File: src/rtl/dcache_meta_write_buffer.sv
// Metadata write buffer: FIFO of tag-array updates that drains through the shared
// single tag port, yielding to lookups until the starvation counter forces a write.
module dcache_meta_write_buffer #(
  parameter int DEPTH        = 4,
  parameter int STARVE_LIMIT = 8,
  parameter int IDX_BITS     = 6,
  parameter int WAYS         = 8,
  parameter int TAG_BITS     = 20
) (
  input  logic                clock,
  input  logic                reset,
  input  logic                io_enq_valid,
  output logic                io_enq_ready,
  input  logic [IDX_BITS-1:0] io_enq_bits_idx,
  input  logic [WAYS-1:0]     io_enq_bits_way_en,
  input  logic [TAG_BITS-1:0] io_enq_bits_tag,
  input  logic                io_rd_valid,
  input  logic [IDX_BITS-1:0] io_rd_idx,
  output logic                io_rd_ready,
  output logic                io_rd_conflict,
  output logic                io_wr_en,
  output logic [IDX_BITS-1:0] io_wr_idx,
  output logic [WAYS-1:0]     io_wr_way_en,
  output logic [TAG_BITS-1:0] io_wr_tag,
  output logic                io_empty
);

  localparam int PTR_W   = $clog2(DEPTH);
  localparam int CNT_W   = $clog2(DEPTH + 1);
  localparam int STALL_W = $clog2(STARVE_LIMIT + 1);

  logic [IDX_BITS-1:0] idx_mem [DEPTH];
  logic [WAYS-1:0]     way_mem [DEPTH];
  logic [TAG_BITS-1:0] tag_mem [DEPTH];

  logic [PTR_W-1:0]   head_reg, head_next;
  logic [PTR_W-1:0]   tail_reg, tail_next;
  logic [CNT_W-1:0]   count_reg, count_next;
  logic [STALL_W-1:0] stall_reg, stall_next;

  logic             nonempty;
  logic             starve;
  logic             enq_fire;
  logic             grant;
  logic [DEPTH-1:0] match;

  assign nonempty = (count_reg != '0);
  assign starve   = (stall_reg == STALL_W'(STARVE_LIMIT));

  assign io_enq_ready = (count_reg != CNT_W'(DEPTH)) & ~reset;
  assign enq_fire     = io_enq_valid & io_enq_ready;
  assign grant        = nonempty & (~io_rd_valid | starve) & ~reset;

  assign io_wr_en     = grant;
  assign io_wr_idx    = idx_mem[head_reg];
  assign io_wr_way_en = way_mem[head_reg];
  assign io_wr_tag    = tag_mem[head_reg];
  assign io_rd_ready  = ~(starve & nonempty);
  assign io_empty     = ~nonempty;

  // An entry is live when its distance from head (mod DEPTH) is below count.
  generate
    for (genvar gi = 0; gi < DEPTH; gi++) begin : g_match
      logic [PTR_W-1:0] offset;
      assign offset    = PTR_W'(gi) - head_reg;
      assign match[gi] = (CNT_W'(offset) < count_reg) && (idx_mem[gi] == io_rd_idx);
    end
  endgenerate

  assign io_rd_conflict = io_rd_valid & (|match);

  always_comb begin
    head_next  = head_reg;
    tail_next  = tail_reg;
    count_next = count_reg;
    stall_next = stall_reg;
    if (grant)    head_next = head_reg + PTR_W'(1);
    if (enq_fire) tail_next = tail_reg + PTR_W'(1);
    case ({enq_fire, grant})
      2'b10:   count_next = count_reg + CNT_W'(1);
      2'b01:   count_next = count_reg - CNT_W'(1);
      default: count_next = count_reg;
    endcase
    // Without a grant on a non-empty buffer the head was necessarily blocked.
    if (!nonempty || grant)
      stall_next = '0;
    else if (!starve)
      stall_next = stall_reg + STALL_W'(1);
  end

  always_ff @(posedge clock) begin
    if (reset) begin
      head_reg  <= '0;
      tail_reg  <= '0;
      count_reg <= '0;
      stall_reg <= '0;
    end else begin
      head_reg  <= head_next;
      tail_reg  <= tail_next;
      count_reg <= count_next;
      stall_reg <= stall_next;
    end
  end

  always_ff @(posedge clock) begin
    if (enq_fire) begin
      idx_mem[tail_reg] <= io_enq_bits_idx;
      way_mem[tail_reg] <= io_enq_bits_way_en;
      tag_mem[tail_reg] <= io_enq_bits_tag;
    end
  end

endmodule

File: config.mk
export PLATFORM = sky130hd
export DESIGN_NAME = dcache_meta_write_buffer
export DESIGN_NICKNAME = d
export VERILOG_FILES = /design/src/rtl/dcache_meta_write_buffer.sv
export SDC_FILE = /design/constraint.sdc
export NUM_CORES = 1
export LEC_CHECK = 0
export BUFFER_PORTS_ARGS = -buffer_cell sky130_fd_sc_hd__buf_2
export CAP_MARGIN = 20
export CORE_MARGIN = 3
export CORE_UTILIZATION = 61
export DETAILED_ROUTE_END_ITERATION = 10
export PLACE_DENSITY = 0.84
export SLEW_MARGIN = 20
export SYNTH_ARGS = -nofsm -noshare
export SYNTH_HDL_FRONTEND = slang
export SYNTH_SLANG_ARGS = --single-unit
File: constraint.sdc
create_clock -name clock -period 3.7 [get_ports clock]
set_input_delay 0.185 -clock clock [delete_from_list [all_inputs] [get_ports clock]]
set_output_delay 0.185 -clock clock [all_outputs]
set_load 0.1 [all_outputs]
==> impl_summary.log, run 1 <==
INFO  metric die-width = around 110 um
INFO  metric timing.hold.ws = 0.0489 ns
INFO  metric dp_area = 6550 um2
INFO  metric synth_seq_area_share = 72.6%
INFO  metric synth_async_sr_flop_share = 0%
INFO  metric layout.cell_area.non_filler = 7590 um2
INFO  metric synth_cells = 303
INFO  metric detailedRoute.firstPassIterationCount = 5
INFO  metric finalSetupViolCount = 0
INFO  metric final-hold-violation-count = 0
INFO  metric worstSkewPairLatency = 0.53 ns
INFO  metric grt_max_degree = 35
INFO  metric port_buf_inserts = 82
INFO  metric detailroute.via_count = 3,278
INFO  metric library_cell_used_as_clock_root_buffer = sky130_fd_sc_hd__clkbuf_8
INFO  metric floorplan.die.height = 105 um
INFO  metric n_fill_cell = 489
INFO  metric layout-drive-gt1-share = 38.8%
INFO  metric htree_levels = 4
INFO  metric max_cap_viol_count = 0
INFO  metric synth_edf_count = 136
INFO  metric cts_buffers = 17
INFO  metric post-route-worst-setup-slack = 0.872 ns
INFO  metric top_register = tag_mem
INFO  metric status = completed
INFO  metric rsz0062_at_grt = false
INFO  metric largest_registers = tag_mem (80), way_mem (32), idx_mem (24)
INFO  metric final_nets = 487
INFO  metric worstMarginPinSlew = 0.931 ns
INFO  metric wl = 12,600 um
INFO  metric cts_setup_buffers = 0
INFO  metric finalNonFillerCells = 572
INFO  metric tritoncts = done
INFO  metric top_library_cells_by_usage_in_the_layout_fill_and_taps_aside = sky130_fd_sc_hd__edfxtp_1, sky130_fd_sc_hd__buf_2, sky130_fd_sc_hd__dlygate4sd3_1
INFO  metric postRouteAntennaNets = 0
INFO  metric irDropWorstVdd = 500 uV
INFO  metric grt.total_usage = 24.7%
INFO  metric worst_setup_hold_path_clk_slew = 0.06 ns
INFO  metric synthesized_nets = 359
INFO  metric report.final.slew_viol_count = 0
INFO  metric synth_warnings = 0
INFO  metric maximum_clock_insertion_buffer_count = 2
INFO  metric critical_path_class = flop to output pin
INFO  metric synth.ff_latch_count = between 100 and 150
INFO  metric netlist_top_cells_area = sky130_fd_sc_hd__edfxtp_1, sky130_fd_sc_hd__mux4_2, sky130_fd_sc_hd__dfxtp_1
INFO  metric dr.first_iter.drc_count = 189
INFO  metric core-area = 9370 um2
INFO  metric power.total = 4.78 mW
INFO  metric yosysUniqueCellTypes = 34
INFO  metric layout.cells.most_common = sky130_fd_sc_hd__edfxtp_1
INFO  metric postCtsResizedCells = 0
INFO  metric post-route-util = 81.0%
INFO  metric synth_ff_type = sky130_fd_sc_hd__edfxtp_1
INFO  metric clock-skew-final = 0.00973 ns
INFO  metric post_route_setup_tns = 0 ns
INFO  metric synth.largest_area_cell = sky130_fd_sc_hd__edfxtp_1
INFO  metric detail_route.vias_per_cell = between 5 and 6
INFO  metric row_count = 35
INFO  metric worst-endpoint-required = 3.51 ns
INFO  metric avgSynthCellArea = 19.7 um2
INFO  metric cts_num_sinks = between 100 and 150
INFO  metric num_antenna_cells = 0
INFO  metric timing.critical_path.from_type = flop
INFO  metric synth_top_cell_area_share = around 70%
INFO  metric synthToLayoutAreaGrowth = 26.8%
INFO  metric grt_pass1_vias = 3,591
INFO  metric worst_setup_path_end_kind = output pin
INFO  metric slew_headroom = 37.9%
INFO  metric dp_worst_setup_slack = approximately 1.2 ns
INFO  metric min_delay_path_depth = 3
INFO  metric total_leakage_power = 2.62 nW
INFO  metric place.detailed.hpwl = 6760 um
INFO  metric gp_congestion = roughly 0.86
INFO  metric remaining_drc_errors = 0
INFO  metric layout_min_cycle_time = 2.83 ns
INFO  metric grt_antenna_before_repair = 0
INFO  metric io_pins = 83
INFO  metric holdBufCountCts = 35
INFO  metric reg2regPathDepth = 10
INFO  metric grt_pass1_wl = 19,800 um
INFO  metric wl_per_cell = between 20 and 25 um
INFO  metric fp.dieArea = 11,000 um2
INFO  metric worst-endpoint-arrival = 2.64 ns
INFO  metric max_ffs_per_register = 80
INFO  metric fmax = 354 MHz
INFO  metric initial_utilization = between 60% and 70%
INFO  metric dp.cells = 506
INFO  metric timing.final.crit_share = roughly 76%
INFO  metric min-delay-path-class = primary input to flop
INFO  metric gr-total-overflow = 0
INFO  metric power.density = 630 nW/um2
INFO  metric syn_area = 5980 um2
INFO  metric worstPathMaxFanout = 4
[synth_stat cells, types with 2 or more instances]
cell / number
sky130_fd_sc_hd__dfxtp_1: 13
sky130_fd_sc_hd__ha_1: 11
sky130_fd_sc_hd__nor2_1: 12
sky130_fd_sc_hd__a21oi_1: 5
sky130_fd_sc_hd__clkbuf_1: 5
sky130_fd_sc_hd__a211oi_1: 2
sky130_fd_sc_hd__xor2_1: 18
sky130_fd_sc_hd__edfxtp_1: 136
sky130_fd_sc_hd__inv_1: 14
sky130_fd_sc_hd__and2_1: 4
sky130_fd_sc_hd__mux4_2: 34
sky130_fd_sc_hd__xnor2_1: 13
sky130_fd_sc_hd__buf_2: 5
sky130_fd_sc_hd__a2111o_1: 3
sky130_fd_sc_hd__nand2_1: 5
sky130_fd_sc_hd__nand3_1: 5
[final timing paths]
check	start	slack (ns)	endpoint
worst max-delay path	head_reg[1]	0.87	io_rd_conflict
worst min-delay path	io_rd_valid	0.05	stall_reg[1]
worst max register to register	stall_reg[0]	1.18	count_reg[2]
worst min register to register	stall_reg[0]	0.45	stall_reg[0]
[power breakdown]
| part | leakage, nW | internal (mW) | switching (mW) |
|---|---|---|---|
| Clock | 0.329 | 1.31 | 0.691 |
| Sequential | 1.34 | 1.90 | 0.0330 |
| Combinational | 0.949 | 0.217 | 0.632 |
[worst max-delay path, stage by stage, from the launching register on]
cell                       delay [ns]
sky130_fd_sc_hd__dfxtp_1         0.35
sky130_fd_sc_hd__xnor2_1         0.25
sky130_fd_sc_hd__inv_1           0.08
sky130_fd_sc_hd__ha_1            0.19
sky130_fd_sc_hd__a2111o_1        0.43
sky130_fd_sc_hd__a311oi_2        0.19
sky130_fd_sc_hd__o41a_1          0.20
sky130_fd_sc_hd__buf_2           0.43
[layer usage]
layer	GRT usage [%]	wire length, um	vias up
met2	42.2	6680	121
met4	10.6	288	0
met1	29.0	4910	1677
met5	0	0	-
met3	7.91	726	21
li1	-	-	1459
[layout make-up]
class / instances / area [um2] / share of cell area [%]
clock buffers: 17 / 414 / 5.46
flip-flops and latches: 149 / 4350 / 57.3
repair buffers: 119 / 776 / 10.2
well taps: 129 / 161 / 2.13
multi-input cells: 129 / 1560 / 20.6
inverters: 15 / 56.3 / 0.742
clock inverters: 14 / 270 / 3.56
[logic make-up (layout without fill, tap and decap cells)]
| family | count (synthesis) | in the layout | share of synthesized area (%) |
|---|---|---|---|
| compound gates | 18 | 18 | 2.84 |
| xor+xnor | 31 | 31 | 4.54 |
| fa+ha+maj | 12 | 12 | 2.63 |
| buf+inv | 25 | 165 | 1.67 |
| flops | 149 | 149 | 72.6 |
| mux | 35 | 35 | 13.0 |
| simple gates | 33 | 33 | 2.72 |
Note: power is estimated with default switching activity, not from simulation.
==> run 2, diff against run 1 <==
--- a/config.mk
+++ b/config.mk
@@ -5,12 +5,13 @@
 export SDC_FILE = /design/constraint.sdc
 export NUM_CORES = 1
 export LEC_CHECK = 0
+export ABC_AREA = 1
 export BUFFER_PORTS_ARGS = -buffer_cell sky130_fd_sc_hd__buf_2
 export CAP_MARGIN = 20
 export CORE_MARGIN = 3
-export CORE_UTILIZATION = 61
+export CORE_UTILIZATION = 52
 export DETAILED_ROUTE_END_ITERATION = 10
-export PLACE_DENSITY = 0.84
+export PLACE_DENSITY = 0.76
 export SLEW_MARGIN = 20
 export SYNTH_ARGS = -nofsm -noshare
 export SYNTH_HDL_FRONTEND = slang
==> constraint.sdc (replaced) <==
create_clock -name clock -period 2.6 [get_ports clock]
set_input_delay 0.13 -clock clock [delete_from_list [all_inputs] [get_ports clock]]
set_output_delay 0.13 -clock clock [all_outputs]
set_load 0.1 [all_outputs]
==> run 2 against run 1 <==
Compared with the run above:
- area after synthesis up 3.3%
- sequential power up 41%
- count of clock-buffer cells in the layout up 4
- total power up 27%
==> impl_summary.log, run 2 <==
INFO  metric library_cell_used_as_clock_root_buffer = sky130_fd_sc_hd__clkbuf_16
INFO  metric worst_setup_path_end_kind = output pin
INFO  metric synth_cells = 526
INFO  metric postRouteAntennaNets = 0
INFO  metric synthToLayoutAreaGrowth = 26.1%
INFO  metric layout.cells.most_common = sky130_fd_sc_hd__edfxtp_1
INFO  metric detail_route.vias_per_cell = between 5 and 6
INFO  metric finalNonFillerCells = a little over 800
INFO  metric final_nets = 707
INFO  metric grt_pass1_wl = approximately 20,000 um
INFO  metric rsz0062_at_grt = false
INFO  metric synth_ff_type = sky130_fd_sc_hd__edfxtp_1
INFO  metric synth.largest_area_cell = sky130_fd_sc_hd__edfxtp_1
INFO  metric worstMarginPinSlew = 0.658 ns
INFO  metric layout_min_cycle_time = 2.40 ns
INFO  metric critical_path_class = flop to output pin
INFO  metric netlist_top_cells_area = sky130_fd_sc_hd__edfxtp_1, sky130_fd_sc_hd__o21ai_0, sky130_fd_sc_hd__nor2_1
INFO  metric layout.cell_area.non_filler = 7800 um2
INFO  metric gr-total-overflow = 0
INFO  metric synth.ff_latch_count = about 150
INFO  metric timing.hold.ws = 0.216 ns
INFO  metric largest_registers = tag_mem (80), way_mem (32), idx_mem (24)
INFO  metric worstSkewPairLatency = 0.41 ns
INFO  metric finalSetupViolCount = 0
INFO  metric worstPathMaxFanout = 35
INFO  metric maximum_clock_insertion_buffer_count = 2
INFO  metric detailedRoute.firstPassIterationCount = 5
INFO  metric grt.total_usage = roughly a fifth
INFO  metric max_cap_viol_count = 0
INFO  metric detailroute.via_count = between 4,000 and 5,000
INFO  metric detail_route.wirelength.met1 = between 5000 and 6000 um
INFO  metric clock-skew-final = 0.00714 ns
INFO  metric report.final.slew_viol_count = 0
INFO  metric synth_warnings = 0
INFO  metric wl_per_cell = 15.8 um
INFO  metric fmax = 416 MHz
INFO  metric synth_seq_area_share = 70.3%
INFO  metric post-synth-top-count-cell = sky130_fd_sc_hd__edfxtp_1
INFO  metric synth_edf_count = 136
INFO  metric final-hold-violation-count = 0
INFO  metric gp_congestion = about 0.85
INFO  metric top_library_cells_by_usage_in_the_layout_fill_and_taps_aside = sky130_fd_sc_hd__edfxtp_1, sky130_fd_sc_hd__nor2_1, sky130_fd_sc_hd__buf_2
INFO  metric worst-endpoint-arrival = 2.27 ns
INFO  metric timing.final.crit_share = 92.5%
INFO  metric io_pins = between 80 and 90
INFO  metric core-area = 11,500 um2
INFO  metric slew_headroom = around 56%
INFO  metric dp.cells = 740
INFO  metric max_ffs_per_register = 80
INFO  metric wl = about 13,000 um
INFO  metric row_count = 39
INFO  metric worst_setup_hold_path_clk_slew = 0.06 ns
INFO  metric irDropWorstVdd = slightly above 600 uV
INFO  metric timing.critical_path.from_type = flop
INFO  metric min-delay-path-class = primary input to flop
INFO  metric power.density = 777 nW/um2
INFO  metric synth_async_sr_flop_share = 0%
INFO  metric grt_pass1_vias = between 4,000 and 5,000
INFO  metric floorplan.die.height = between 100 and 150 um
INFO  metric die-width = 115 um
INFO  metric initial_utilization = 53.7%
INFO  metric synthesized_nets = around 580
INFO  metric netlist_top_cells_count = sky130_fd_sc_hd__edfxtp_1, sky130_fd_sc_hd__nor2_1, sky130_fd_sc_hd__o21ai_0
INFO  metric port_buf_inserts = slightly above 80
INFO  metric cts_buffers = 17
INFO  metric worst-endpoint-required = 2.47 ns
INFO  metric num_antenna_cells = 0
INFO  metric htree_levels = 4
INFO  metric top_register = tag_mem
INFO  metric met2_length = ~6300 um
INFO  metric avgSynthCellArea = roughly 12 um2
INFO  metric yosysUniqueCellTypes = 25
INFO  metric fp.dieArea = 13,200 um2
INFO  metric tritoncts = done
INFO  metric layout-drive-gt1-share = 21.4%
INFO  metric dr.first_iter.drc_count = about 380
INFO  metric cts_num_sinks = 149
INFO  metric remaining_drc_errors = 0
INFO  metric place.detailed.hpwl = 7560 um
INFO  metric grt_antenna_before_repair = 0
INFO  metric post_route_setup_tns = 0 ns
INFO  metric met3WireLength = 730 um
INFO  metric synth_top_cell_area_share = 66.1%
INFO  metric topmost_layer_with_routed_signal_wires = met4
INFO  metric grt_max_degree = 67
INFO  metric syn_area = 6180 um2
INFO  metric total_leakage_power = 2.98 nW
INFO  metric dp_area = slightly below 7000 um2
INFO  metric status = completed
[run 2: critical path, stage by stage, from the launching register on]
cell,delay [ns]
sky130_fd_sc_hd__dfxtp_2,0.32
sky130_fd_sc_hd__inv_2,0.42
sky130_fd_sc_hd__buf_4,0.30
sky130_fd_sc_hd__o21ai_0,0.10
sky130_fd_sc_hd__o22ai_1,0.22
sky130_fd_sc_hd__buf_2,0.48
[run 2: repair_timing]
action	4_1_cts	5_1_grt
endpoints found under the setup margin	0	1
gates resized for setup	0	1
buffers inserted	0	0
endpoints found under the hold margin	137	0
hold buffers	35	0
[run 2: final cells by class]
| class | count | area (um2) |
|---|---|---|
| clock buffer | 21 | 450 |
| clock inverter | 11 | 80.1 |
| fill | 813 | 3720 |
| inverter | 44 | 165 |
| multi-input combinational | 312 | 1660 |
| sequential | 149 | 4350 |
| tap | 143 | 179 |
| timing repair buffer | 127 | 918 |
[run 2: kinds of logic after synthesis]
logic type	Yosys count	share of synthesized area, %
AND/OR/NAND/NOR	165	10.7
flip-flops	149	70.3
AO/OA/AOI/OAI	124	10.8
buffers and inverters	65	4.07
adder cells (fa/ha/maj)	12	2.55
XOR/XNOR	11	1.56
[run 2: power breakdown]
group          internal, mW  switching (mW)  total, mW
Clock                  1.24           0.891       2.13
Sequential             2.69          0.0286       2.72
Combinational         0.257           0.953       1.21
Total                  4.19            1.87       6.06
[run 2: final timing paths]
check	startpoint	end	slack (ns)	depth (start not counted)
setup / recovery	flop	io_wr_idx[0]	0.20	5
hold / removal	io_enq_valid	tail_reg[1]	0.22	3
setup reg to reg	stall_reg[0]	count_reg[2]	0.45	13
hold reg to reg	stall_reg[0]	stall_reg[0]	0.44	1
[run 2: through the flow]
step / power (mW) / setup WS (ns) / util [%]
floorplan: 3.67 / -0.166 / -
global placement: 3.91 / 0.511 / 60.0
detailed placement: 3.93 / 0.441 / 60.0
CTS: 6.10 / 0.131 / 67.7
global route: 6.25 / 0.0342 / 67.7
finish: 6.06 / 0.196 / 67.7
[run 2: routing by layer]
layer	GRT usage, %	vias up
li1	-	2099
met1	24.4	2111
met2	34.2	142
met3	4.84	24
met4	9.39	0
met5	0	-
==> run 3, diff against run 2 <==
==> constraint.sdc (replaced) <==
create_clock -name clock -period 2.6 [get_ports clock]
set_input_delay 0.13 -clock clock [delete_from_list [all_inputs] [get_ports clock]]
set_output_delay 0.13 -clock clock [all_outputs]
set_load 0.005 [all_outputs]
==> run 3 against run 2 <==
Compared with the run above:
- total power down 6.9%
- largest power group unchanged
- utilization down 0.40 points
- sequential power about the same
- largest cell class unchanged
==> impl_summary.log, run 3 (same netlist as run 2, synthesis figures left out) <==
INFO  metric status = completed
INFO  metric synthToLayoutAreaGrowth = 25.4%
INFO  metric num_antenna_cells = 0
INFO  metric critical_path_class = flop to flop
INFO  metric largest_registers = tag_mem (80), way_mem (32), idx_mem (24)
INFO  metric worstMarginPinSlew = 0.672 ns
INFO  metric initial_utilization = 53.7%
INFO  metric max_cap_viol_count = 0
INFO  metric cts_num_sinks = roughly 150
INFO  metric grt_pass1_wl = 20,700 um
INFO  metric postCtsResizedCells = 0
INFO  metric timing.hold.ws = 0.213 ns
INFO  metric grt.total_usage = 20.5%
INFO  metric total_leakage_power = 3.00 nW
INFO  metric holdPathEnd = stall_reg[3]
INFO  metric min-delay-path-class = primary input to flop
INFO  metric wl_per_cell = 16.2 um
INFO  metric worst-endpoint-arrival = 2.56 ns
INFO  metric dr.first_iter.drc_count = 363
INFO  metric finalSetupViolCount = 0
INFO  metric worst-endpoint-required = 2.89 ns
INFO  metric tritoncts = done
INFO  metric cts_buffers = 17
INFO  metric slew_headroom = 55.2%
INFO  metric rsz0062_at_grt = false
INFO  metric port_buf_inserts = 82
INFO  metric htree_levels = 4
INFO  metric layout-drive-gt1-share = 20.1%
INFO  metric detailroute.via_count = 4,283
INFO  metric max_ffs_per_register = 80
INFO  metric floorplan.die.height = around 120 um
INFO  metric timing.rr.end = count_reg[2]
INFO  metric core-area = 11,500 um2
INFO  metric r2r-start = stall_reg[0]
INFO  metric detailedRoute.firstPassIterationCount = 4
INFO  metric total_area_of_multi_input_combinational_cells = around 1600 um2
INFO  metric top_library_cells_by_usage_in_the_layout_fill_and_taps_aside = sky130_fd_sc_hd__edfxtp_1, sky130_fd_sc_hd__nor2_1, sky130_fd_sc_hd__buf_2
INFO  metric timing.reg2reg.setup_slack = between 0.3 and 0.4 ns
INFO  metric worst_hold_launch = io_rd_valid
INFO  metric cts_setup_buffers = 0
INFO  metric slowest_stage = sky130_fd_sc_hd__fa_1
INFO  metric report.final.slew_viol_count = 0
INFO  metric min_delay_path_depth = 5
INFO  metric worstPathMaxFanout = 6
INFO  metric maximum_clock_insertion_buffer_count = 2
INFO  metric wl = 13,000 um
INFO  metric irDropWorstVdd = a little over 700 uV
INFO  metric n_fill_cell = between 800 and 900
INFO  metric grt_pass1_vias = 4,304
INFO  metric worstSkewPairLatency = 0.41 ns
INFO  metric layout_min_cycle_time = 2.27 ns
INFO  metric grt_antenna_before_repair = 0
INFO  metric fmax = 440 MHz
INFO  metric dp.cells = 739
INFO  metric timing.critical_path.from_type = flop
INFO  metric cp_cell_sequence = inv_1, ha_1, nand2_1, nor2_4, nor2_2, nor3_4, ha_1, inv_1, fa_1, a21oi_1, o21ai_0, o21ai_0, a21oi_1
INFO  metric io_pins = 83
INFO  metric power.density = 728 nW/um2
INFO  metric timing.critical_path.slowest_cell_delay = 0.40 ns
INFO  metric library_cell_used_as_clock_root_buffer = sky130_fd_sc_hd__clkbuf_16
INFO  metric row_count = 39
INFO  metric clock-skew-final = 0.00652 ns
INFO  metric top_register = tag_mem
INFO  metric reg2regPathDepth = 13
INFO  metric detail_route.vias_per_cell = 5.32
INFO  metric finalNonFillerCells = roughly 810
INFO  metric final-hold-violation-count = 0
INFO  metric timing.final.crit_share = 87.5%
INFO  metric worst_setup_path_end_kind = flop
INFO  metric fp.dieArea = 13,200 um2
INFO  metric gp_congestion = ~0.89
INFO  metric layout.cells.most_common = sky130_fd_sc_hd__edfxtp_1
INFO  metric place.detailed.hpwl = 7820 um
INFO  metric gr-total-overflow = 0
INFO  metric grt_max_degree = 67
INFO  metric final_nets = 706
INFO  metric sequential_cell_area = 4350 um2
INFO  metric postRouteAntennaNets = 0
INFO  metric die-width = 115 um
INFO  metric worst_setup_hold_path_clk_slew = 0.06 ns
INFO  metric remaining_drc_errors = 0
## run 3: cell count changes in the layout (fill, tap and decap cells not counted), sizes merged
cell and change:
bufinv +2, clkbuf -5, clkinv +5, clkinvlp -6, inv +2
## run 3: power by group
part           leakage [nW]  internal [mW]  switching [mW]  total, mW
Combinational          1.38          0.237           0.342      0.579
Sequential             1.34           2.69          0.0314       2.72
Clock                 0.283           1.42           0.926       2.34
## run 3: repair_timing
item                       CTS  global route
hold buffers                35             0
hold endpoints to repair   137             0
setup endpoints to repair    0             0
## run 3: worst max path at each step
stage | start | to | slack, ns
finish | stall_reg[0] | count_reg[2] | 0.33
global placement | stall_reg[0] | count_reg[2] | 0.44
floorplan | count_reg[1] | idx_mem[0][0] | -0.11
global route | stall_reg[0] | count_reg[2] | 0.10
detailed placement | stall_reg[0] | count_reg[2] | 0.35
CTS | stall_reg[0] | count_reg[2] | 0.31
## run 3: cell type report
| type | instances | area share [%] |
|---|---|---|
| clock buffer | 17 | 5.49 |
| clock inverter | 14 | 1.99 |
| inverter | 44 | 2.13 |
| multi-input combinational | 312 | 20.9 |
| sequential | 149 | 56.1 |
| tap | 143 | 2.31 |
| timing repair buffer | 126 | 11.2 |
## run 3: metal layers
metal	share of wire [%]	global-route usage (%)	up-vias
li1	-	-	2095
met4	1.4	8.06	0
met1	41	25.4	2033
met2	51	34.4	140
met5	0	0	-
met3	6.0	5.53	15
## run 3: per-stage QoR
step	TNS, ns	worst slack (ns)	util (%)	instance area (um2)	total power, mW
4_1_cts	0	0.309	67.3	7750	5.68
3_5_place_dp	0	0.345	59.2	6820	3.30
6_report	0	0.325	67.3	7750	5.64
2_1_floorplan	-15.44	-0.114	-	6180	3.05
5_1_grt	0	0.105	67.3	7750	5.85
3_3_place_gp	0	0.444	59.2	6820	3.28
## run 3: critical path: cells and delay by family (launching register included)
kind / cells / cell delay (ns)
AO/OA/AOI/OAI: 4 / 0.45
adder cells (fa/ha/maj): 3 / 0.72
buffers and inverters: 2 / 0.13
flip-flops: 1 / 0.33
AND/OR/NAND/NOR: 4 / 0.52
